--- src/rtl/stream_width_packer_pkg.sv ---
// Shared types, default geometry and keep-mask helper for the stream width packer.
package stream_pack_pkg;

  localparam int DATA_WIDTH_DEF = 8;
  localparam int PACK_RATIO_DEF = 4;
  localparam int OUT_WIDTH      = DATA_WIDTH_DEF * PACK_RATIO_DEF;
  localparam int FILL_WIDTH     = $clog2(PACK_RATIO_DEF) + 1;

  typedef enum logic {
    FILL = 1'b0,
    HOLD = 1'b1
  } pack_state_e;

  // Contiguous low-lane mask with n lanes set; callers truncate to PACK_RATIO bits.
  function automatic logic [31:0] keep_from_count(input int unsigned n);
    if (n >= 32) return '1;
    return (32'd1 << n) - 32'd1;
  endfunction

endpackage

--- src/rtl/stream_width_packer_if.sv ---
// Narrow-in / wide-out stream bundle between the packer and its neighbours.
interface stream_pack_if #(
  parameter int DATA_WIDTH = 8,
  parameter int PACK_RATIO = 4
);

  logic [DATA_WIDTH-1:0]            in_data;
  logic                             in_valid;
  logic                             in_last;
  logic                             in_ready;
  logic [DATA_WIDTH*PACK_RATIO-1:0] out_data;
  logic [PACK_RATIO-1:0]            out_keep;
  logic                             out_last;
  logic                             out_valid;
  logic                             out_ready;
  logic [$clog2(PACK_RATIO):0]      fill;

  modport slave (
    input  in_data, in_valid, in_last, out_ready,
    output in_ready, out_data, out_keep, out_last, out_valid, fill
  );

  modport master (
    output in_data, in_valid, in_last, out_ready,
    input  in_ready, out_data, out_keep, out_last, out_valid, fill
  );

endinterface

--- src/rtl/stream_width_packer_accumulator.sv ---
// Lane registers and fill counter; presents the word as it would look with the current beat merged in.
module pack_accumulator
  import stream_pack_pkg::*;
#(
  parameter int DATA_WIDTH = DATA_WIDTH_DEF,
  parameter int PACK_RATIO = PACK_RATIO_DEF
) (
  input  logic                             clk,
  input  logic                             flush,
  input  logic                             wr_en,
  input  logic                             emit,
  input  logic [DATA_WIDTH-1:0]            wr_data,
  output logic [DATA_WIDTH*PACK_RATIO-1:0] word,
  output logic [$clog2(PACK_RATIO):0]      fill,
  output logic                             at_last_lane
);

  localparam int OUT_W  = DATA_WIDTH * PACK_RATIO;
  localparam int FILL_W = $clog2(PACK_RATIO) + 1;

  logic [OUT_W-1:0]  lanes_p0;
  logic [FILL_W-1:0] fill_p0;

  // Write-lane decode: the incoming beat overlays the lane selected by fill.
  always_comb begin
    word = lanes_p0;
    for (int k = 0; k < PACK_RATIO; k++) begin
      if (wr_en && (fill_p0 == FILL_W'(k))) begin
        word[k*DATA_WIDTH +: DATA_WIDTH] = wr_data;
      end
    end
  end

  assign at_last_lane = (fill_p0 == FILL_W'(PACK_RATIO - 1));
  assign fill         = fill_p0;

  // Stage p0: accumulator; emptied whenever its contents move to the output register.
  always_ff @(posedge clk) begin
    if (flush) begin
      lanes_p0 <= '0;
      fill_p0  <= '0;
    end else if (wr_en) begin
      if (emit) begin
        lanes_p0 <= '0;
        fill_p0  <= '0;
      end else begin
        lanes_p0 <= word;
        fill_p0  <= fill_p0 + FILL_W'(1);
      end
    end
  end

endmodule

--- src/rtl/stream_width_packer.sv ---
// Packs PACK_RATIO narrow beats (or a shorter in_last-terminated run) into one wide keep-masked word.
module stream_width_packer
  import stream_pack_pkg::*;
#(
  parameter int DATA_WIDTH = DATA_WIDTH_DEF,
  parameter int PACK_RATIO = PACK_RATIO_DEF
) (
  input logic          clk,
  input logic          rst,
  input logic          clear,
  stream_pack_if.slave s
);

  localparam int OUT_W  = DATA_WIDTH * PACK_RATIO;
  localparam int FILL_W = $clog2(PACK_RATIO) + 1;

  logic              flush;
  logic              accept;
  logic              emit;
  logic [OUT_W-1:0]  acc_word;
  logic [FILL_W-1:0] acc_fill;
  logic              acc_at_last;

  pack_state_e           state_p1;
  logic [OUT_W-1:0]      data_p1;
  logic [PACK_RATIO-1:0] keep_p1;
  logic                  last_p1;

  assign flush = rst || clear;

  // A held word blocks input unless it drains this same cycle, so no bubble on drain.
  assign s.in_ready = !flush && ((state_p1 == FILL) || s.out_ready);
  assign accept     = s.in_valid && s.in_ready;
  assign emit       = accept && (s.in_last || acc_at_last);

  pack_accumulator #(
    .DATA_WIDTH (DATA_WIDTH),
    .PACK_RATIO (PACK_RATIO)
  ) u_acc (
    .clk          (clk),
    .flush        (flush),
    .wr_en        (accept),
    .emit         (emit),
    .wr_data      (s.in_data),
    .word         (acc_word),
    .fill         (acc_fill),
    .at_last_lane (acc_at_last)
  );

  // Stage p1: output register; only an emit may overwrite it, and only when it is free or draining.
  always_ff @(posedge clk) begin
    if (flush) begin
      state_p1 <= FILL;
      data_p1  <= '0;
      keep_p1  <= '0;
      last_p1  <= 1'b0;
    end else if (emit) begin
      state_p1 <= HOLD;
      data_p1  <= acc_word;
      keep_p1  <= PACK_RATIO'(keep_from_count(32'(acc_fill) + 32'd1));
      last_p1  <= s.in_last;
    end else if ((state_p1 == HOLD) && s.out_ready) begin
      state_p1 <= FILL;
    end
  end

  assign s.out_valid = (state_p1 == HOLD);
  assign s.out_data  = data_p1;
  assign s.out_keep  = keep_p1;
  assign s.out_last  = last_p1;
  assign s.fill      = acc_fill;

  a_hold_stable: assert property (@(posedge clk) disable iff (flush)
    (s.out_valid && !s.out_ready) |=> (s.out_valid && $stable(s.out_data)
                                       && $stable(s.out_keep) && $stable(s.out_last)));

  a_fill_range: assert property (@(posedge clk) disable iff (flush)
    (acc_fill < FILL_W'(PACK_RATIO)));

endmodule

--- src/flat_wrapper.sv ---
// flat-port wrapper written by rule: the top's interface ports become plain ports
module stream_width_packer_flat import stream_pack_pkg::*;
#(
  parameter int DATA_WIDTH = DATA_WIDTH_DEF,
  parameter int PACK_RATIO = PACK_RATIO_DEF
)
  (clk, rst, clear, s_in_data, s_in_valid, s_in_last, s_out_ready, s_in_ready, s_out_data, s_out_keep, s_out_last, s_out_valid, s_fill);
  stream_pack_if #(.DATA_WIDTH(DATA_WIDTH), .PACK_RATIO(PACK_RATIO)) s_i ();
  input logic clk;
  input logic rst;
  input logic clear;
  input wire logic [$bits(s_i.in_data)-1:0] s_in_data;
  input wire logic [$bits(s_i.in_valid)-1:0] s_in_valid;
  input wire logic [$bits(s_i.in_last)-1:0] s_in_last;
  input wire logic [$bits(s_i.out_ready)-1:0] s_out_ready;
  output wire logic [$bits(s_i.in_ready)-1:0] s_in_ready;
  output wire logic [$bits(s_i.out_data)-1:0] s_out_data;
  output wire logic [$bits(s_i.out_keep)-1:0] s_out_keep;
  output wire logic [$bits(s_i.out_last)-1:0] s_out_last;
  output wire logic [$bits(s_i.out_valid)-1:0] s_out_valid;
  output wire logic [$bits(s_i.fill)-1:0] s_fill;
  assign s_i.in_data = s_in_data;
  assign s_i.in_valid = s_in_valid;
  assign s_i.in_last = s_in_last;
  assign s_i.out_ready = s_out_ready;
  assign s_in_ready = s_i.in_ready;
  assign s_out_data = s_i.out_data;
  assign s_out_keep = s_i.out_keep;
  assign s_out_last = s_i.out_last;
  assign s_out_valid = s_i.out_valid;
  assign s_fill = s_i.fill;
  stream_width_packer #(.DATA_WIDTH(DATA_WIDTH), .PACK_RATIO(PACK_RATIO)) u_core (.clk(clk), .rst(rst), .clear(clear), .s(s_i));
endmodule
--- config.mk ---
export PLATFORM = sky130hd
export DESIGN_NAME = stream_width_packer_flat
export DESIGN_NICKNAME = d
export VERILOG_FILES = /design/src/rtl/stream_width_packer_pkg.sv /design/src/rtl/stream_width_packer_if.sv /design/src/rtl/stream_width_packer_accumulator.sv /design/src/rtl/stream_width_packer.sv /design/src/flat_wrapper.sv
export SDC_FILE = /design/constraint.sdc
export NUM_CORES = 1
export LEC_CHECK = 0
export BUFFER_PORTS_ARGS = -buffer_cell sky130_fd_sc_hd__buf_2
export CAP_MARGIN = 20
export CORE_UTILIZATION = 40
export DETAILED_ROUTE_END_ITERATION = 16
export GPL_TIMING_DRIVEN = 0
export PLACE_DENSITY = 0.57
export SLEW_MARGIN = 0
export SYNTH_ARGS = -nofsm -noshare
export SYNTH_HDL_FRONTEND = slang
export SYNTH_SLANG_ARGS = --single-unit
--- constraint.sdc ---
create_clock -name clk -period 2.21 [get_ports clk]
set_input_delay 0.442 -clock clk [delete_from_list [all_inputs] [get_ports clk]]
set_output_delay 0.442 -clock clk [all_outputs]
set_load 0.005 [all_outputs]
==> impl_summary.md <==
Outcome
The run finished with clean final reports.

STA
The worst-margin pin slew is 0.749 ns. Timing would allow up to 474 MHz. The largest clock skew in the final design is 0.0105 ns. The number of hold violations in the final report is 0. The relative max-transition margin is 0.500. The accumulated negative setup slack is 0 ns.

The post-route fraction of the period consumed by the critical path is 0.955. Subtracting the final worst setup slack from the clock period gives 2.11 ns. The final setup slack of the worst path is 0.0986 ns. The number of slew-limit violations in the final report was 0. The final number of setup-violating endpoints is 0.

Synthesis
In the synthesized netlist the async set-or-reset flop fraction comes to 0. The most used flip-flop cell after synthesis is dfxtp_1. The synthesized area divided by synthesized cell count is 10.9 µm². The post-synth net total is 310.

The synthesized netlist occupies a cell area of 0.00317 mm². In this run, synthesis inferred 0 flip-flops with an integrated enable. The gate count after technology mapping is 291. The sequential element share of the synthesized area is 0.461. After synthesis the netlist holds a flip-flop and latch count of 73.

The netlist uses 34 different library cells. For this run, the number of Yosys warnings is 0.

Worst setup path
The critical path is of the flop to flop type. The arrival time of data at the critical path endpoint is 2.39 ns. STA puts the critical path data required time at 2.48 ns. The maximum fanout count along the critical path is 8.

The endpoint class of the critical path is a flop. The nature of the critical path startpoint is a flop.

Route
For this run, design rule violations remaining after detail routing come to 0. Once detail routing completed, the nets flagged for antenna violations numbered 0. The post-detailed-route wirelength per cell is 16.4 µm.

The via total after detailed routing is 2448. The number of detailed-route iterations in the first pass is 4. The routed design has 7660 µm of wire. The detailed-route vias per instance is 5.24. The count of routing violations after the opening detailed-route iteration is 99.

Floorplanning
The top-level port count is 56. The x dimension of the die is 91.0 µm. The initial utilization of the core area, before any placement, comes to 0.412. The number of rows in the core area is 32. The full die area is 0.00828 mm². The die height is 91.0 µm.

The placeable core area is 0.00769 mm².

Cells and area
The count of cells in the finished layout, fillers not included, comes to 467. The multi-input combinational cells in the finished layout cover a total of 0.00156 mm². The number of antenna cells inserted is 0.

Counting the fill cells in the layout gives 765. Leaving out fill and tap cells, the most frequent cell in the layout is dfxtp_1. The ratio of cells with drive above 1 in the final layout is 0.337. Across the whole layout, storage elements account for 0.00146 mm². At the end of the flow the core is filled with cells to 0.498. The post-layout net count is 379. The area growth from synthesis to layout is 20.9%. Leaving out fill and tap cells, the most frequent cells in the layout are dfxtp_1, buf_2, nor2_1, mux2i_1, a211oi_2.

Placement
The total placed cells including tap cells is 448. The estimated wirelength of the detail-placed design is 5230 µm. Input and output buffers added on the ports amount to 55.

At the placement stage, the worst setup path has a slack of -0.384 ns. The routability congestion estimate is 0.789.

Clock network
The CTS tree is done. The number of H-tree branching levels is 3. In this run, post-CTS hold repair placed 0 buffers. The library cell used as clock root buffer is clkbuf_8.

In this run, CTS created clock tree buffers numbering 9. The buffer depth of the longest clock path is 2. The CTS clock-pin slew for the worst setup and hold paths is 0.08 ns. At the later pin of the worst-skew pair, clock insertion delay measures 0.34 ns. The clock net in this run drives a total of 73 sinks.

Hold path
In this run the worst hold path is classified as primary input to flop.

Job
Max-cap violations in this run came to 0.

Global routing
The pin count of the biggest net entering global routing is 13. The global-route usage over all layers is 0.191. The number of global-route vias before repair is 2400. The global-route wire length before repair is 12300 µm. After global routing the overflow that remains totals 0. The initial antenna violation count was 0.

Pwr
The design draws 0.00269 W. The highest ir drop seen on vdd is 0.000334 V. Power spread over the standard cell area amounts to 704 mW/mm². For this design the static power due to leakage is 1.49 nW.
==> synthesized netlist by cell type (2+ instances only) <==
cell,count,area (µm²)
xor2_1,2,17.5
nor4_4,2,42.5
nand2b_1,7,43.8
a211oi_2,31,388
and3_1,8,50.1
ha_1,5,62.6
buf_4,2,15.0
buf_2,5,25.0
a32oi_1,5,43.8
inv_1,4,15.0
nor2b_1,4,25.0
buf_6,4,45.0
a21oi_1,3,15.0
nor2_1,45,169
a211oi_1,3,22.5
clkbuf_1,11,41.3
mux2i_1,33,330
dfxtp_1,73,1460
and2_0,2,12.5
o2111ai_1,3,26.3
or2b_1,3,22.5
nand2_1,5,18.8
a32o_1,20,200
==> stage by stage <==
step           instance area [µm²]  hold slack, ns
2_1_floorplan                 3170           0.443
3_3_place_gp                  3570           0.445
3_5_place_dp                  3570           0.451
4_1_cts                       3810           0.419
5_1_grt                       3830           0.445
6_report                      3830           0.437
==> cell families (layout without fill, tap and decap cells) <==
family	count (synthesis)	in the layout	share of synthesized area
DFF	73	73	0.461
buffers and inverters	27	101	0.0458
AOI/OAI and AO/OA	69	69	0.228
xor gates and xnor gates	2	2	0.00553
and+or+nand+nor	82	82	0.135
muxes	33	33	0.104
adders and majority gates	5	5	0.0198
==> report_power, final <==
part	total, W	switching (W)	internal [W]	leakage, nW
sequential	0.00134	0.00000716	0.00133	0.590
combinational	0.000199	0.000132	0.0000675	0.782
clock	0.00116	0.000494	0.000666	0.113
total	0.00269	0.000633	0.00206	1.49
==> layer usage <==
metal	GRT usage	wire length [µm]	vias to the layer above
met5	0	0	-
met4	0.0661	72	0
met3	0.0343	314	8
met2	0.315	3640	57
met1	0.251	3630	1172
li1	-	-	1211
==> layout make-up <==
type                            count  area share
Inverter                            4     0.00392
Clock buffer                       11      0.0369
Clock inverter                      5      0.0206
Timing Repair Buffer               59      0.0807
Tap cell                          102      0.0333
Multi-Input combinational cell    191       0.407
Buffer                             22      0.0350
Sequential cell                    73       0.382
==> worst paths after layout <==
kind | endpoint | cells after the start | slack, ns | start
setup / recovery | u_core.u_acc.lanes_p0[10] | 5 | 0.1 | u_core.u_acc.fill[1]
hold / removal | u_core.u_acc.lanes_p0[14] | 2 | 0.44 | s_in_data[6]
setup reg to reg | u_core.u_acc.lanes_p0[10] | 5 | 0.1 | u_core.u_acc.fill[1]
hold reg to reg | u_core.s.out_keep[3] | 2 | 0.46 | u_core.s.out_keep[3]
==> sequential cells by signal, summed over array words and instances, names as in the netlist <==
register,count
u_core.s.out_data,32
u_core.s.out_keep,4
u_core.s.out_last,1
u_core.s.out_valid,1
u_core.u_acc.fill,3
u_core.u_acc.lanes_p0,32
==> worst max-delay path, stage by stage (launching register included) <==
cell and delay, ns:
dfxtp_2 0.37, ha_1 0.19, ha_1 0.21, or2_1 0.34
o2111ai_1 0.68, a32o_1 0.26
==> what timing repair did <==
item	4_1_cts	5_1_grt
resized for setup	1	6
buffers inserted	2	2
setup endpoints to repair	36	60
endpoints found under the hold margin	0	0
pin swaps	1	1
Note: power is estimated with default switching activity, not from simulation.
